===== src/rtl/alu_sequencer_pkg.sv =====
// Shared MSP430 parameters: function-select codes used by the function unit and
// the state encoding of the ALU sequencer.
package alu_sequencer_pkg;

    localparam logic [15:0] FS_MOV = 16'h0001;
    localparam logic [15:0] FS_ADD = 16'h0002;
    localparam logic [15:0] FS_SUB = 16'h0004;
    localparam logic [15:0] FS_CMP = 16'h0008;
    localparam logic [15:0] FS_AND = 16'h0010;
    localparam logic [15:0] FS_XOR = 16'h0020;

    typedef enum logic [2:0] {
        ST_IDLE   = 3'd0,
        ST_SRC_RD = 3'd1,
        ST_DST_RD = 3'd2,
        ST_EXEC   = 3'd3,
        ST_WR     = 3'd4,
        ST_DONE   = 3'd5
    } seq_state_t;

    // Word accesses are always aligned; byte accesses keep the lane bit.
    function automatic logic [15:0] bus_addr(input logic [15:0] addr, input logic byte_op);
        return byte_op ? addr : {addr[15:1], 1'b0};
    endfunction

endpackage


===== src/rtl/alu_sequencer_byte_lane.sv =====
// Byte-lane steering between the 16-bit memory bus and operand/result values:
// read lane select with zero extension, write replication and byte enables.
module byte_lane (
    input  logic        byte_op,
    input  logic        addr_lsb,
    input  logic [15:0] rdata,
    input  logic [15:0] wres,
    output logic [15:0] rd_val,
    output logic [15:0] wdata,
    output logic [1:0]  be
);

    assign rd_val = !byte_op ? rdata :
                    addr_lsb ? {8'h00, rdata[15:8]} : {8'h00, rdata[7:0]};

    for (genvar gi = 0; gi < 2; gi++) begin : g_lane
        assign wdata[8*gi +: 8] = byte_op ? wres[7:0] : wres[8*gi +: 8];
        assign be[gi]           = byte_op ? (addr_lsb == 1'(gi)) : 1'b1;
    end

endmodule


===== src/rtl/alu_sequencer.sv =====
// ALU instruction sequencer: fetches memory operands, drives an external function
// unit for one cycle, then writes the result to memory or the register file.
module alu_sequencer
    import alu_sequencer_pkg::*;
(
    input  logic        clk,
    input  logic        rst,
    input  logic        start,
    output logic        ready,
    input  logic [15:0] fs_in,
    input  logic        byte_op,
    input  logic        wb_en,
    input  logic        src_is_mem,
    input  logic        dst_is_mem,
    input  logic [15:0] src_val,
    input  logic [15:0] dst_val,
    input  logic [15:0] src_addr,
    input  logic [15:0] dst_addr,
    output logic        mem_req,
    output logic        mem_we,
    output logic [15:0] mem_addr,
    output logic [15:0] mem_wdata,
    output logic [1:0]  mem_be,
    input  logic [15:0] mem_rdata,
    input  logic        mem_ack,
    output logic [15:0] fu_fs,
    output logic [15:0] fu_src,
    output logic [15:0] fu_dst,
    input  logic [15:0] fu_result,
    input  logic [3:0]  fu_zvnc,
    input  logic [3:0]  sr_zvnc,
    output logic        sr_we,
    output logic [3:0]  sr_zvnc_out,
    output logic        reg_we,
    output logic [15:0] reg_wdata,
    output logic        done
);

    seq_state_t  state_q, state_d;
    logic [15:0] fs_q, fs_d;
    logic        byte_q, byte_d, wb_q, wb_d, smem_q, smem_d, dmem_q, dmem_d;
    logic [15:0] src_q, src_d, dst_q, dst_d;
    logic [15:0] saddr_q, saddr_d, daddr_q, daddr_d;
    logic [15:0] res_q, res_d;
    logic [3:0]  flags_q, flags_d;
    logic [15:0] cur_addr, lane_rd, lane_wdata;
    logic [1:0]  lane_be;
    logic        in_read;

    assign in_read  = (state_q == ST_SRC_RD) || (state_q == ST_DST_RD);
    assign cur_addr = (state_q == ST_SRC_RD) ? saddr_q : daddr_q;

    byte_lane u_byte_lane (
        .byte_op (byte_q),
        .addr_lsb(cur_addr[0]),
        .rdata   (mem_rdata),
        .wres    (res_q),
        .rd_val  (lane_rd),
        .wdata   (lane_wdata),
        .be      (lane_be)
    );

    always_comb begin
        state_d = state_q;
        fs_d    = fs_q;
        byte_d  = byte_q;
        wb_d    = wb_q;
        smem_d  = smem_q;
        dmem_d  = dmem_q;
        src_d   = src_q;
        dst_d   = dst_q;
        saddr_d = saddr_q;
        daddr_d = daddr_q;
        res_d   = res_q;
        flags_d = flags_q;
        case (state_q)
            ST_IDLE: begin
                if (start) begin
                    fs_d    = fs_in;
                    byte_d  = byte_op;
                    wb_d    = wb_en;
                    smem_d  = src_is_mem;
                    dmem_d  = dst_is_mem;
                    src_d   = src_val;
                    dst_d   = dst_val;
                    saddr_d = src_addr;
                    daddr_d = dst_addr;
                    flags_d = sr_zvnc;
                    state_d = src_is_mem ? ST_SRC_RD : (dst_is_mem ? ST_DST_RD : ST_EXEC);
                end
            end
            ST_SRC_RD: begin
                if (mem_ack) begin
                    src_d   = lane_rd;
                    state_d = dmem_q ? ST_DST_RD : ST_EXEC;
                end
            end
            ST_DST_RD: begin
                if (mem_ack) begin
                    dst_d   = lane_rd;
                    state_d = ST_EXEC;
                end
            end
            ST_EXEC: begin
                res_d   = fu_result;
                flags_d = fu_zvnc;
                state_d = (wb_q && dmem_q) ? ST_WR : ST_DONE;
            end
            ST_WR: begin
                if (mem_ack) state_d = ST_DONE;
            end
            ST_DONE: state_d = ST_IDLE;
            default: state_d = ST_IDLE;
        endcase
    end

    always_ff @(posedge clk) begin
        if (rst) begin
            state_q <= ST_IDLE;
            fs_q    <= '0;
            byte_q  <= 1'b0;
            wb_q    <= 1'b0;
            smem_q  <= 1'b0;
            dmem_q  <= 1'b0;
            src_q   <= '0;
            dst_q   <= '0;
            saddr_q <= '0;
            daddr_q <= '0;
            res_q   <= '0;
            flags_q <= '0;
        end else begin
            state_q <= state_d;
            fs_q    <= fs_d;
            byte_q  <= byte_d;
            wb_q    <= wb_d;
            smem_q  <= smem_d;
            dmem_q  <= dmem_d;
            src_q   <= src_d;
            dst_q   <= dst_d;
            saddr_q <= saddr_d;
            daddr_q <= daddr_d;
            res_q   <= res_d;
            flags_q <= flags_d;
        end
    end

    // Outputs decode only from state and latched values, so they never glitch on inputs.
    assign ready       = (state_q == ST_IDLE);
    assign mem_req     = in_read || (state_q == ST_WR);
    assign mem_we      = (state_q == ST_WR);
    assign mem_addr    = mem_req ? bus_addr(cur_addr, byte_q) : 16'h0000;
    assign mem_be      = mem_we ? lane_be : 2'b00;
    assign mem_wdata   = mem_we ? lane_wdata : 16'h0000;
    assign fu_fs       = fs_q;
    assign fu_src      = src_q;
    assign fu_dst      = dst_q;
    assign done        = (state_q == ST_DONE);
    assign sr_we       = done;
    assign sr_zvnc_out = flags_q;
    assign reg_we      = done && wb_q && !dmem_q;
    assign reg_wdata   = byte_q ? {8'h00, res_q[7:0]} : res_q;

endmodule


===== config.mk =====
export PLATFORM = sky130hd
export DESIGN_NAME = alu_sequencer
export DESIGN_NICKNAME = d
export VERILOG_FILES = /design/src/rtl/alu_sequencer_pkg.sv /design/src/rtl/alu_sequencer_byte_lane.sv /design/src/rtl/alu_sequencer.sv
export SDC_FILE = /design/constraint.sdc
export NUM_CORES = 1
export LEC_CHECK = 0
export BUFFER_PORTS_ARGS = -buffer_cell sky130_fd_sc_hd__buf_2
export CAP_MARGIN = 20
export CORE_MARGIN = 5
export CORE_UTILIZATION = 40
export CTS_CLUSTER_SIZE = 10
export DETAILED_ROUTE_END_ITERATION = 8
export PLACE_DENSITY = 0.74
export RECOVER_POWER = 25
export SETUP_SLACK_MARGIN = 0.2
export SLEW_MARGIN = 20
export SYNTH_ARGS = -nofsm -noshare
export SYNTH_HDL_FRONTEND = slang
export SYNTH_SLANG_ARGS = --single-unit
export TNS_END_PERCENT = 1

===== constraint.sdc =====
create_clock -name clk -period 1.5 [get_ports clk]
set_clock_uncertainty 0.05 [all_clocks]
set_input_delay 0.15 -clock clk [delete_from_list [all_inputs] [get_ports clk]]
set_output_delay 0.15 -clock clk [all_outputs]
set_load 0.01 [all_outputs]

==> impl_results.md, run 1 <==
- Syn nets: 730
- Status: finished with violations
- Via count: 5521
- I/O pins: 236
- Final hold vios: 1
- WL per Instance: around 17 microns
- CTS Root Cell: clkbuf_16
- Die X-Extent: 120 microns
- Async S/R FF share, synth: 0
- Count of cell types in the netlist: 36
- Input/output buffers: about 240
- Antenna violations before repair: 1
- Most frequent cells in the layout: buf_2, nand2_1, dfxtp_1, a21oi_1, dlygate4sd3_1
- CTS Buffer Depth: 2
- WL final: roughly 18 mm
- GPL Wtd Cong: 0.950
- Clock sinks: 106
- Die area: 0.0143 sq mm
- Synthesis-stage register bit count: 106
- Fmax: 532 MHz
- Slew @ Worst Pin: 0.728 ns
- CTS tree: built
- Crit start category: flop
- Fillers: between 1000 and 1500
- Min-delay src: dst_addr[13]
- Initial DRC Count: 485
- Share of cells above drive strength 1: 0.381
- Failing checks: hold timing, setup timing
- Drt first pass iters: 6
- Synth Area per Inst: 7.98 sq um
- Reg2reg setup slack: -0.25 ns
- Critical path required time: 1.30 ns
- Die height: approximately 120 microns
- Critical Path Sink Type: output port
- NumNets Final: 1046
- Commonest non-fill, non-tap cell in the layout: buf_2
- Synth top area cells: dfxtp_1, nand2_1, a21oi_1
- Synth area leader: dfxtp_1
- Hold Path End: daddr_q[13]
- Leakage dissipation: 0.00358 uW
- Antenna-violating nets left: 0
- Max transition margin: 0.515
- CP arrival: 1.68 ns
- Worst-path fanout max: 15
- Tcrit/Tclk final: 1.25
- Hold path cells: 3
- Synth Flop Type: dfxtp_1
- RSZ-0062 raised after global routing: true
- Worst r2r dst: fu_src[0]
- YS warnings: 0
- Worst reg2reg path startpoint: state_q[2]
- Area Overhead vs Synth: 62.3%
- Synth top area share: 0.442
- HPWL reported at the end of detailed placement: 11.8 mm
- Critical path type: flop to output port
- Min Hold Slack: -0.00126 ns
- Largest net degree at the start of global routing: 61
- Final setup vio count: 123
- Final slew viol count: 0
- Worst Hold Class: input pin to flop
- Mapped Area: 0.00480 sq mm
- Maximum capacitance violations: 0
- R2R depth: 7
- EDFF count, synth: 0
- Clock transition at path regs: approximately 0.070 ns
- Core Footprint: ~0.012 sq mm
- DRC Markers: 0
- Design Power: 8510 uW
- Total CTS buffers: 9
- H-Tree Depth: 3
- Minimum clock period: 1.88 ns
- PD cells: 1090 mW/mm^2
- Grt total ovfl: 0
- Global-route wire length before repair: ~28 mm
- Seq/Total Area, Yosys: 0.442
- Clk_lat worst skew: 0.35 ns
- Starting Density: 0.403
- Via density: roughly 5.2
- Mapped Cells: 602
- Peak supply drop: 545 uV
- Final WS setup: -0.380 ns
- Total track usage: 0.239
- Post-place setup slack: -0.293 ns
- Number of global-route vias before repair: 5376
- Row cnt: 40
[critical path: stages (launching register included)]
cell and delay (ns):
dfxtp_4 0.38, buf_6 0.13, xnor2_4 0.13, nor2_2 0.15, buf_6 0.20, a22o_1 0.19, buf_2 0.15
[timing repair]
| item | in CTS | in global routing |
|---|---|---|
| setup buffers | 7 | 3 |
| resized for setup | 41 | 48 |
| endpoints found under the setup margin | 153 | 153 |
| pin swaps | 21 | 24 |
| hold buffers | 70 | 0 |
| hold endpoints to repair | 70 | 0 |
[layout make-up]
type                            instances  area [sq um]  area share
Inverter                                3          11.3     0.00144
Timing Repair Buffer                  362          2530       0.324
Clock inverter                          7           103      0.0132
Antenna cell                            1          2.50    0.000321
Multi-Input combinational cell        436          2610       0.335
Sequential cell                       106          2130       0.274
Clock buffer                            9           225      0.0289
Tap cell                              147           184      0.0236
[sequential cells by signal (all words and copies together) (netlist names)]
signal,flops
daddr_q,16
fu_dst,16
dmem_q,1
byte_q,1
wb_q,1
fu_fs,16
fu_src,16
state_q,3
sr_zvnc_out,4
res_q,16
saddr_q,16
[synth_stat cells, types with 3 or more instances]
master / count
a211oi_1: 16
a21oi_1: 89
a22o_1: 15
a311o_1: 8
a311oi_1: 4
a32oi_1: 8
and3_1: 8
and3b_1: 3
buf_2: 22
buf_4: 15
clkbuf_1: 19
dfxtp_1: 106
inv_1: 3
mux2i_1: 26
nand2_1: 164
nand3_1: 9
nor2_1: 41
nor2b_1: 18
o21ai_1: 8
[through the flow]
step	utilization	cell area (sq um)	hold slack [ns]	TNS, ns	cells
after detailed placement	0.535	6380	0.346	-16.01	974
after CTS	0.638	7600	0.000494	-21.43	1067
after global routing	0.655	7800	0.00558	-28.98	1071
final	0.655	7800	-0.00126	-20.04	1071
after global placement	0.535	6380	0.340	-12.22	974
after floorplan	-	4840	0.236	-3.17	602
[worst max-delay path by stage]
stage,to,cells after the start,start,slack [ns]
floorplan,fu_dst[0],6,state_q[0],-0.06
global placement,daddr_q[6],5,state_q[1],-0.20
detailed placement,fu_src[8],6,state_q[2],-0.29
CTS,mem_addr[0],6,state_q[2],-0.33
global route,mem_be[0],4,state_q[0],-0.41
finish,mem_addr[8],6,state_q[2],-0.38
[cells by family after synthesis]
family                    share of synthesized area
muxes                                        0.0589
DFF                                           0.442
buffers and inverters                        0.0643
and+or+nand+nor                               0.232
xor gates and xnor gates                    0.00182
AOI/OAI and AO/OA                             0.201
[metal layers]
metal / part of all wire / global-route usage / up-vias / wire length, microns
li1: - / - / 2694 / -
met1: 0.40 / 0.281 / 2540 / 7180
met5: 0 / 0 / - / 0
met3: 0.074 / 0.0622 / 46 / 1330
met4: 0.032 / 0.105 / 0 / 573
met2: 0.49 / 0.412 / 241 / 8850
[report_power, final]
part           switching [uW]  total, uW  internal (uW)  leakage [uW]
Sequential                192       3320           3120      0.000871
Clock                    1130       2610           1480      0.000150
Combinational            1330       2580           1250       0.00256
Note: power is estimated with default switching activity, not from simulation.
==> inputs of run 2 (changes only) <==
==> constraint.sdc (replaced) <==
create_clock -name clk -period 1.5 [get_ports clk]
set_clock_uncertainty 0.05 [all_clocks]
set_input_delay 0.3 -clock clk [delete_from_list [all_inputs] [get_ports clk]]
set_output_delay 0.3 -clock clk [all_outputs]
set_load 0.01 [all_outputs]
==> impl_results.md, run 2 (synthesis gave the netlist of run 1 again) <==
- NumNets Final: 972 (-7.1%)
- Final hold vios: 0 (-1)
- Starting Density: 0.403 (unchanged)
- GPL Wtd Cong: 0.927 (-2.3%)
- Design Power: 7980 uW (-6.2%)
- Final slew viol count: 0 (unchanged)
- Worst r2r dst: fu_src[4]
- Crit start category: flop
- Die area: 0.0143 sq mm (unchanged)
- Status: finished with violations
- Clock sinks: 106 (unchanged)
- RSZ-0062 raised after global routing: true
- Antenna-violating nets left: 0 (unchanged)
- Total track usage: 0.213 (-0.0263)
- Total CTS buffers: 9 (unchanged)
- I/O pins: 236 (unchanged)
- Minimum clock period: 2.00 ns (+0.121 ns)
- Area Overhead vs Synth: 43.9%
- Fmax: 500 MHz (-6.1%)
- Slew @ Worst Pin: 0.643 ns (-0.0855 ns)
- DRC Markers: 0 (unchanged)
- Final WS setup: -0.501 ns (-0.121 ns)
- Most frequent cells in the layout: buf_2, nand2_1, dfxtp_1, a21oi_1, nor2_1
- WL per Instance: 16.0 microns (-4.5%)
- Grt total ovfl: 0 (unchanged)
- Share of cells above drive strength 1: 0.400 (+0.0191)
- Hold path cells: 3 (unchanged)
- Worst-path fanout max: 4 (-11)
- CTS tree: built
- Reg2reg setup slack: -0.28 ns (-0.03 ns)
- Switch Pwr: 2510 uW (-5.2%)
- Via count: 5170 (-6.4%)
- # hold bufs at CTS: 0 (-100%)
- Switch share: 0.315 (+0.00328)
- Die X-Extent: 120 microns (unchanged)
- Critical Path Sink Type: output port
- R2R depth: 6 (-1)
- Leakage dissipation: 0.00322 uW (-9.9%)
- Ant. Diodes: 0 (-1)
- P_int: 5470 uW (-6.6%)
- Setup TNS: -24.34 ns (-4.31 ns)
- Clock power frac: 0.301 (-0.005)
- Antenna violations before repair: 1 (unchanged)
- Util after Layout: 0.580 (-0.0742)
- Hold Path End: fu_fs[4]
- Final setup vio count: 124 (+0.81%)
- Clk_lat worst skew: 0.35 ns (about the same)
- Initial DRC Count: 398 (-18%)
- WL final: 15.9 mm (-11%)
- Critical path required time: 1.15 ns (-0.15 ns)
- Drt first pass iters: 5 (-1)
- PD cells: 1150 mW/mm^2 (+5.8%)
- Global-route wire length before repair: 24.7 mm (-10%)
- Largest net degree at the start of global routing: 54 (-11%)
- Comb power frac: 0.285 (-0.019)
- Post-place setup slack: -0.330 ns (-0.0367 ns)
- Tcrit/Tclk final: 1.33 (+0.0808)
- CTS Root Cell: clkbuf_16
- HPWL reported at the end of detailed placement: 11.8 mm (-0.38%)
- Failing checks: setup timing
- Input/output buffers: 235 (unchanged)
- H-Tree Depth: 3 (unchanged)
- Critical path type: flop to output port
- Worst Hold Class: input pin to flop
- Row cnt: 40 (unchanged)
- Core Footprint: 0.0119 sq mm (unchanged)
- Min-delay src: fs_in[4]
- Flop pwr share: 0.415 (+0.025)
- Maximum capacitance violations: 0 (unchanged)
- CP arrival: 1.65 ns (-0.03 ns)
- Max transition margin: 0.572 (+0.0570)
- CTS Buffer Depth: 2 (unchanged)
- Clock transition at path regs: 0.07 ns (about the same)
- Die height: 120 microns (unchanged)
- Peak supply drop: 844 uV (+55%)
- Number of global-route vias before repair: 4803 (-11%)
- Worst reg2reg path startpoint: state_q[2]
- Commonest non-fill, non-tap cell in the layout: buf_2
- Via density: 5.19 (+0.69%)
==> run 2: worst max path at each step <==
stage / from / end / slack, ns / cells after the start
2_1_floorplan: state_q[0] / mem_be[0] / -0.20 / 5
3_3_place_gp: state_q[2] / sr_zvnc_out[1] / -0.27 / 5
3_5_place_dp: state_q[2] / sr_zvnc_out[0] / -0.33 / 5
4_1_cts: state_q[1] / mem_be[0] / -0.52 / 4
5_1_grt: state_q[2] / mem_be[0] / -0.55 / 4
6_report: state_q[2] / mem_be[0] / -0.50 / 4
==> run 2: timing repair <==
action	CTS	global route
setup buffers	5	0
pin swaps	38	12
setup endpoints to repair	153	155
resized for setup	43	29
==> run 2: per-stage QoR <==
stage	hold WS [ns]	instances	instance area, sq um
after global placement	0.388	975	6350
after global routing	0.113	996	6910
after floorplan	0.382	602	4840
after detailed placement	0.395	975	6350
after CTS	0.107	996	6830
final	0.126	996	6910
==> run 2: power groups by stage <==
stage	Combinational, uW	Clock [uW]	Sequential, uW
floorplan	1140	0	3410
CTS	2240	2480	3300
finish	2270	2400	3310
global placement	2090	0	3360
detailed placement	2120	0	3360
global route	2480	2590	3340
==> run 2: critical path, stage by stage (launching register included) <==
cell and delay, ns:
dfxtp_4 0.37, nor3b_4 0.30, mux2_4 0.38, and2_4 0.15, buf_6 0.11
==> run 2: metal layers <==
layer,wire length [microns],GRT usage
met1,6600,0.263
met2,7670,0.354
met3,1450,0.0716
met4,184,0.0616
met5,9,0
==> run 2: area by class of cell <==
cell class / count / area [sq um]
clock buffer: 9 / 225
inverter: 3 / 11.3
fill: 1144 / 5000
tap: 147 / 184
multi-input combinational: 436 / 2540
sequential: 106 / 2140
clock inverter: 7 / 73.8
timing repair buffer: 288 / 1740
